[src/rtl/counter_run_ctrl_if.sv]
// Bus between counter_run_ctrl and its environment: requesters plus the shared counter.
// master = requesters/counter side, slave = the run controller.
// The abort wire exists only when CNT_CTRL_ABORT_EN is defined.
interface counter_run_ctrl_if #(
  parameter int WIDTH = 4,
  parameter int NREQ  = 2
);
  logic [NREQ-1:0]       req;
  logic [NREQ*WIDTH-1:0] tc;
  logic [WIDTH-1:0]      cnt_val;
  logic                  cnt_rst;
  logic                  cnt_en;
  logic [NREQ-1:0]       gnt;
  logic [NREQ-1:0]       done;
  logic                  busy;
`ifdef CNT_CTRL_ABORT_EN
  logic                  abort;

  modport master (output req, tc, cnt_val, abort,
                  input  cnt_rst, cnt_en, gnt, done, busy);
  modport slave  (input  req, tc, cnt_val, abort,
                  output cnt_rst, cnt_en, gnt, done, busy);
`else
  modport master (output req, tc, cnt_val,
                  input  cnt_rst, cnt_en, gnt, done, busy);
  modport slave  (input  req, tc, cnt_val,
                  output cnt_rst, cnt_en, gnt, done, busy);
`endif
endinterface

[src/rtl/counter_run_ctrl.sv]
// Purpose: non-preemptive round-robin owner of one shared WIDTH-bit up-counter (clear, run to tc, done).
// Latency: 1 cycle from req in IDLE to gnt; gnt to done pulse is tc+2 cycles.
// Backpressure: none; req is a level held until own done, a granted run always finishes.
// Optional feature: define CNT_CTRL_ABORT_EN to add an abort input that cancels CLEAR/RUN.
module counter_run_ctrl #(
  parameter int WIDTH = 4,
  parameter int NREQ  = 2
) (
  input  logic              clk,
  input  logic              rst_n,
  counter_run_ctrl_if.slave bus
);

  localparam int IW = (NREQ > 1) ? $clog2(NREQ) : 1;

  typedef enum logic [1:0] {
    IDLE  = 2'd0,
    CLEAR = 2'd1,
    RUN   = 2'd2,
    DONE  = 2'd3
  } state_t;

  state_t           state;
  logic [IW-1:0]    ptr;        // first requester considered at next arbitration
  logic [IW-1:0]    g;          // index of the requester owning the counter
  logic [WIDTH-1:0] tc_lat;     // terminal count frozen at grant time
  logic [NREQ-1:0]  gnt_q;
  logic [NREQ-1:0]  done_q;
  logic             busy_q;
  logic             cnt_rst_q;

  logic             any_req;
  logic [IW-1:0]    pick;
  logic             at_tc;
  logic             abort_in;
  logic [WIDTH-1:0] tc_arr [NREQ];

  // (base + off) mod NREQ; base is always a valid index so one subtraction suffices
  function automatic logic [IW-1:0] wrap_add(input logic [IW-1:0] base, input int off);
    int s;
    s = int'(base) + off;
    if (s >= NREQ) s = s - NREQ;
    return s[IW-1:0];
  endfunction

  function automatic logic [NREQ-1:0] onehot(input logic [IW-1:0] idx);
    return {{(NREQ-1){1'b0}}, 1'b1} << idx;
  endfunction

  for (genvar i = 0; i < NREQ; i++) begin : g_tc
    assign tc_arr[i] = bus.tc[i*WIDTH +: WIDTH];
  end

`ifdef CNT_CTRL_ABORT_EN
  assign abort_in = bus.abort;
`else
  assign abort_in = 1'b0;
`endif

  // Round-robin pick: scan offsets high to low so the lowest offset from ptr wins
  always_comb begin
    any_req = 1'b0;
    pick    = ptr;
    for (int off = NREQ - 1; off >= 0; off--) begin
      if (bus.req[wrap_add(ptr, off)]) begin
        any_req = 1'b1;
        pick    = wrap_add(ptr, off);
      end
    end
  end

  // Full-width unsigned compare; the counter is stopped here so it never wraps
  assign at_tc = (bus.cnt_val == tc_lat);

  // Controller FSM with registered Moore outputs; reset drops everything without a done pulse
  always_ff @(posedge clk or negedge rst_n) begin
    if (!rst_n) begin
      state     <= IDLE;
      ptr       <= '0;
      g         <= '0;
      tc_lat    <= '0;
      gnt_q     <= '0;
      done_q    <= '0;
      busy_q    <= 1'b0;
      cnt_rst_q <= 1'b0;
    end else begin
      case (state)
        IDLE: begin
          if (any_req) begin
            state     <= CLEAR;
            g         <= pick;
            tc_lat    <= tc_arr[pick];
            gnt_q     <= onehot(pick);
            busy_q    <= 1'b1;
            cnt_rst_q <= 1'b1;
          end
        end
        CLEAR: begin
          cnt_rst_q <= 1'b0;
          if (abort_in) begin
            state  <= IDLE;
            gnt_q  <= '0;
            busy_q <= 1'b0;
            ptr    <= wrap_add(g, 1);
          end else begin
            state <= RUN;
          end
        end
        RUN: begin
          if (abort_in) begin
            state  <= IDLE;
            gnt_q  <= '0;
            busy_q <= 1'b0;
            ptr    <= wrap_add(g, 1);
          end else if (at_tc) begin
            state  <= DONE;
            done_q <= onehot(g);
          end
        end
        DONE: begin
          // Advancing past g lets a waiting peer win over g re-requesting
          state  <= IDLE;
          gnt_q  <= '0;
          done_q <= '0;
          busy_q <= 1'b0;
          ptr    <= wrap_add(g, 1);
        end
        default: begin
          state     <= IDLE;
          gnt_q     <= '0;
          done_q    <= '0;
          busy_q    <= 1'b0;
          cnt_rst_q <= 1'b0;
        end
      endcase
    end
  end

  // cnt_en is the one combinational output: it must fall in the same cycle cnt_val hits tc
  assign bus.cnt_en  = (state == RUN) && !at_tc;
  assign bus.cnt_rst = cnt_rst_q;
  assign bus.gnt     = gnt_q;
  assign bus.done    = done_q;
  assign bus.busy    = busy_q;

`ifndef SYNTHESIS
  a_gnt_done_onehot: assert property (@(posedge clk) disable iff (!rst_n)
    $onehot0(gnt_q) && ((done_q & ~gnt_q) == '0));
`endif

endmodule

[src/flat_wrapper.sv]
// flat-port wrapper written by rule: the top's interface ports become plain ports
module counter_run_ctrl_flat 
#(
  parameter int WIDTH = 4,
  parameter int NREQ  = 2
)
  (clk, rst_n, bus_req, bus_tc, bus_cnt_val, bus_cnt_rst, bus_cnt_en, bus_gnt, bus_done, bus_busy);
  counter_run_ctrl_if #(.WIDTH(WIDTH), .NREQ(NREQ)) bus_i ();
  input  logic clk;
  input  logic rst_n;
  input wire logic [$bits(bus_i.req)-1:0] bus_req;
  input wire logic [$bits(bus_i.tc)-1:0] bus_tc;
  input wire logic [$bits(bus_i.cnt_val)-1:0] bus_cnt_val;
  output wire logic [$bits(bus_i.cnt_rst)-1:0] bus_cnt_rst;
  output wire logic [$bits(bus_i.cnt_en)-1:0] bus_cnt_en;
  output wire logic [$bits(bus_i.gnt)-1:0] bus_gnt;
  output wire logic [$bits(bus_i.done)-1:0] bus_done;
  output wire logic [$bits(bus_i.busy)-1:0] bus_busy;
  assign bus_i.req = bus_req;
  assign bus_i.tc = bus_tc;
  assign bus_i.cnt_val = bus_cnt_val;
  assign bus_cnt_rst = bus_i.cnt_rst;
  assign bus_cnt_en = bus_i.cnt_en;
  assign bus_gnt = bus_i.gnt;
  assign bus_done = bus_i.done;
  assign bus_busy = bus_i.busy;
  counter_run_ctrl #(.WIDTH(WIDTH), .NREQ(NREQ)) u_core (.clk(clk), .rst_n(rst_n), .bus(bus_i));
endmodule
[config.mk]
export PLATFORM = sky130hd
export DESIGN_NAME = counter_run_ctrl_flat
export DESIGN_NICKNAME = d
export VERILOG_FILES = /design/src/rtl/counter_run_ctrl_if.sv /design/src/rtl/counter_run_ctrl.sv /design/src/flat_wrapper.sv
export SDC_FILE = /design/constraint.sdc
export NUM_CORES = 1
export LEC_CHECK = 0
export ABC_AREA = 1
export CORE_UTILIZATION = 37
export DETAILED_ROUTE_END_ITERATION = 6
export GPL_TIMING_DRIVEN = 0
export PLACE_DENSITY = 0.64
export SKIP_CTS_REPAIR_TIMING = 1
export SYNTH_ARGS = -nofsm -noshare
export SYNTH_HDL_FRONTEND = slang
export SYNTH_SLANG_ARGS = --single-unit
[constraint.sdc]
create_clock -name clk -period 3.1 [get_ports clk]
set_input_delay 0.775 -clock clk [delete_from_list [all_inputs] [get_ports clk]]
set_output_delay 0.775 -clock clk [all_outputs]
set_load 0.02 [all_outputs]
==> results of run 1 <==
Yosys cell counts:
cell type / instances
inv_2: 4
o21ai_1: 3
o22ai_1: 4
a21oi_4: 1
nor2_1: 7
ha_1: 5
nand2_1: 26
nand3_1: 6
and2_4: 1
or2_2: 1
a21oi_1: 1
nand3b_1: 1
o21ai_0: 8
nand2_2: 2
nor2_2: 5
dfrtp_1: 14
inv_1: 13
buf_6: 1
nand2_4: 1
critical path, delay by kind of cell:
| kind | cells | cell delay, ps |
|---|---|---|
| buffers and inverters | 4 | 750 |
| and+or+nand+nor | 5 | 430 |
layout by cell type, fill, tap and decap left out, drive strengths merged:
master,instances
a21oi,2
and2,1
buf,1
clkbuf,4
clkdlybuf4s50,21
dfrtp,14
dlymetal6s2s,1
ha,5
inv,17
nand2,29
nand3,6
nand3b,1
nor2,12
o21ai,11
o22ai,4
or2,1
where the power goes:
group / internal, mW / leakage, nW / switching (mW)
registers: 0.279 / 0.169 / 0.0602
logic: 0.271 / 0.373 / 0.340
clock network: 0.0714 / 0.0210 / 0.0609
logic make-up after synthesis:
kind of cell | count (synthesis) | synth area share, %
buffers and inverters | 18 | 9.15
adder cells (fa/ha/maj) | 5 | 7.62
AND/OR/NAND/NOR | 50 | 28.2
flip-flops | 14 | 42.7
AO/OA/AOI/OAI | 17 | 12.3
cell type report:
class	instances	area [um2]	area share, %
multi-input cells	72	395	35.5
flip-flops and latches	14	350	31.5
repair buffers	22	223	20.0
inverters	17	63.8	5.73
clock buffers	4	36.3	3.26
well taps	27	33.8	3.03
plain buffers	1	11.3	1.01
worst paths after layout:
check	startpoint	to	slack, ps	cells past startpoint
setup reg to reg	u_core.state[0]	u_core.tc_lat[2]	1780	7
setup / recovery	bus_cnt_val[1]	bus_cnt_en	360	9
hold / removal	u_core.bus.cnt_rst	u_core.bus.cnt_rst	500	2
min in group asynchronous	rst_n	u_core.g	890	1
hold reg to reg	u_core.bus.cnt_rst	u_core.bus.cnt_rst	500	2
max in group asynchronous	rst_n	u_core.bus.busy	1790	1
sequential cells by signal (all words and copies together), names as in the netlist:
signal	cells
u_core.tc_lat	4
u_core.bus.busy	1
u_core.bus.gnt	2
u_core.bus.cnt_rst	1
u_core.state	2
u_core.g	1
u_core.bus.done	2
u_core.ptr	1
stage by stage:
stage          hold WS [ps]  utilization (%)  std cells  setup WS, ps  cell area (um2)
3_5_place_dp            470             53.2        153          22.7             1070
3_3_place_gp            473             53.2        153          45.9             1070
6_report                495             55.1        157           360             1110
4_1_cts                 498             55.0        157          16.1             1110
5_1_grt                 527             55.1        157           276             1110
2_1_floorplan           476                -        104          1060              821
routing by layer:
metal / vias up / GRT usage, %
met5: - / 0
met4: 0 / 7.35
met3: 4 / 3.43
met2: 19 / 27.9
met1: 321 / 20.4
li1: 378 / -
==> reports/qor.yml, run 1 <==
status:
  status: "completed"
worst_setup_path:
  end_kind: "output pin"
  cp_slowest_cell: "clkdlybuf4s50_1"
  cp_slowest_stage_delay_ps: 480
  cp.required_ps: 2320
  path_class: "in -> out"
  worstPathArrival_ps: 1960
  critPathMaxFanout: 6
  startpoint_type: "primary input"
  crit_chain: "clkdlybuf4s50_1 > inv_1 > nand2_1 > nand2_1 > nor2_2 > nand2_2 > nand2_4 > inv_1 > dlymetal6s2s_1"
layout:
  drive_gt1_share_pct: 15.4
  diodes: 0
  layout.nets: 152
  nFillCells: 182
  syn_to_final_growth_pct: 35.7
clock_tree:
  clock_latency_ps: 280
  cts_max_level: 1
  cts_tree: "built"
  clk_pin_slew_ps: 90
  clock-sinks: 14
  clockBufferDepth: 2
  numCtsBuffers: 3
  cts-root-buf: "clkbuf_4"
die:
  die-width_um: 49.1
  core_um2: 2020
  rows: 16
  die_area_um2: 2410
  die_h_um: 49.1
  start_util_pct: 40.6
  ios: 23
grt:
  antenna_found_initial: 0
  grt_use_total_pct: 16.6
  grt_pass1_vias: 728
  grt_pass1_wl_um: 3060
  overflow: 0
  grt_max_degree: 15
routing:
  drt-initial-drc-count: 3
  wl_met1_um: 808
  wl_met2_um: 770
  dr.max_layer_used: "met4"
  remaining_drc_errors: 0
  vias_per_cell: 4.60
  ant_nets: 0
  avgRoutedWirePerCell_um: 10.8
  dr.pass1.iters: 4
  routed-wl-met3_um: 83
  wirelength_um: 1690
  via_count: 722
pwr:
  ir_worst_vdd_mv: 0.562
  p_leak_nw: 0.563
  p_per_area_nw_per_um2: 972
  p_total_mw: 1.08
timing:
  tns_ps: 0
  hold_violations: 0
  min_period_over_period_pct: 88.4
  rsz0062_at_grt: "no"
  maxSlewViolCount: 0
  clock.fmax_ghz: 0.365
  worstMarginPinSlew_ps: 659
  layout_min_cycle_time_ps: 2740
  slew_headroom_pct: 55.9
  report.final.setup_viol: 0
  fin_skew_ps: 2.93
synth:
  syn-num-nets: 125
  syn_area_per_cell_um2: 7.89
  netlist_instances: 104
  ys_seq_area_share_pct: 42.7
  synth_cell_types: 19
  synth_top_area_share_pct: 42.7
  synth_seq_cells: 14
  synth_area_leader_cell: "dfrtp_1"
  ys_warn_count: 0
  synth_area_leaders: "dfrtp_1 (43%), nand2_1 (12%), ha_1 (7.6%), inv_1 (5.9%), o21ai_0 (4.9%)"
  syn_area_um2: 821
place:
  port-buffer-count: 22
  place.gp.congestion: 0.833
  dpl.hpwl_um: 1270
hold_path:
  hold_path_class: "reg -> reg"
flow_run:
  max-cap-violations: 0
No activity file was read; power rests on OpenSTA's default activity.
==> run 2, diff against run 1 <==
- clock period: 3.1 -> 2.9 ns (I/O delays scaled with it)
==> results of run 2 <==
The final DEF is identical to that of run 1. Status: completed.
Among the figures that moved: setup slack after placement 22.7 ps -> -77.3 ps; setup slack after layout 360 ps -> 260 ps; register-to-register setup slack 1780 ps -> 1580 ps; total power 1.08 mW -> 1.16 mW; worst IR drop on VDD 0.562 mV -> 0.601 mV
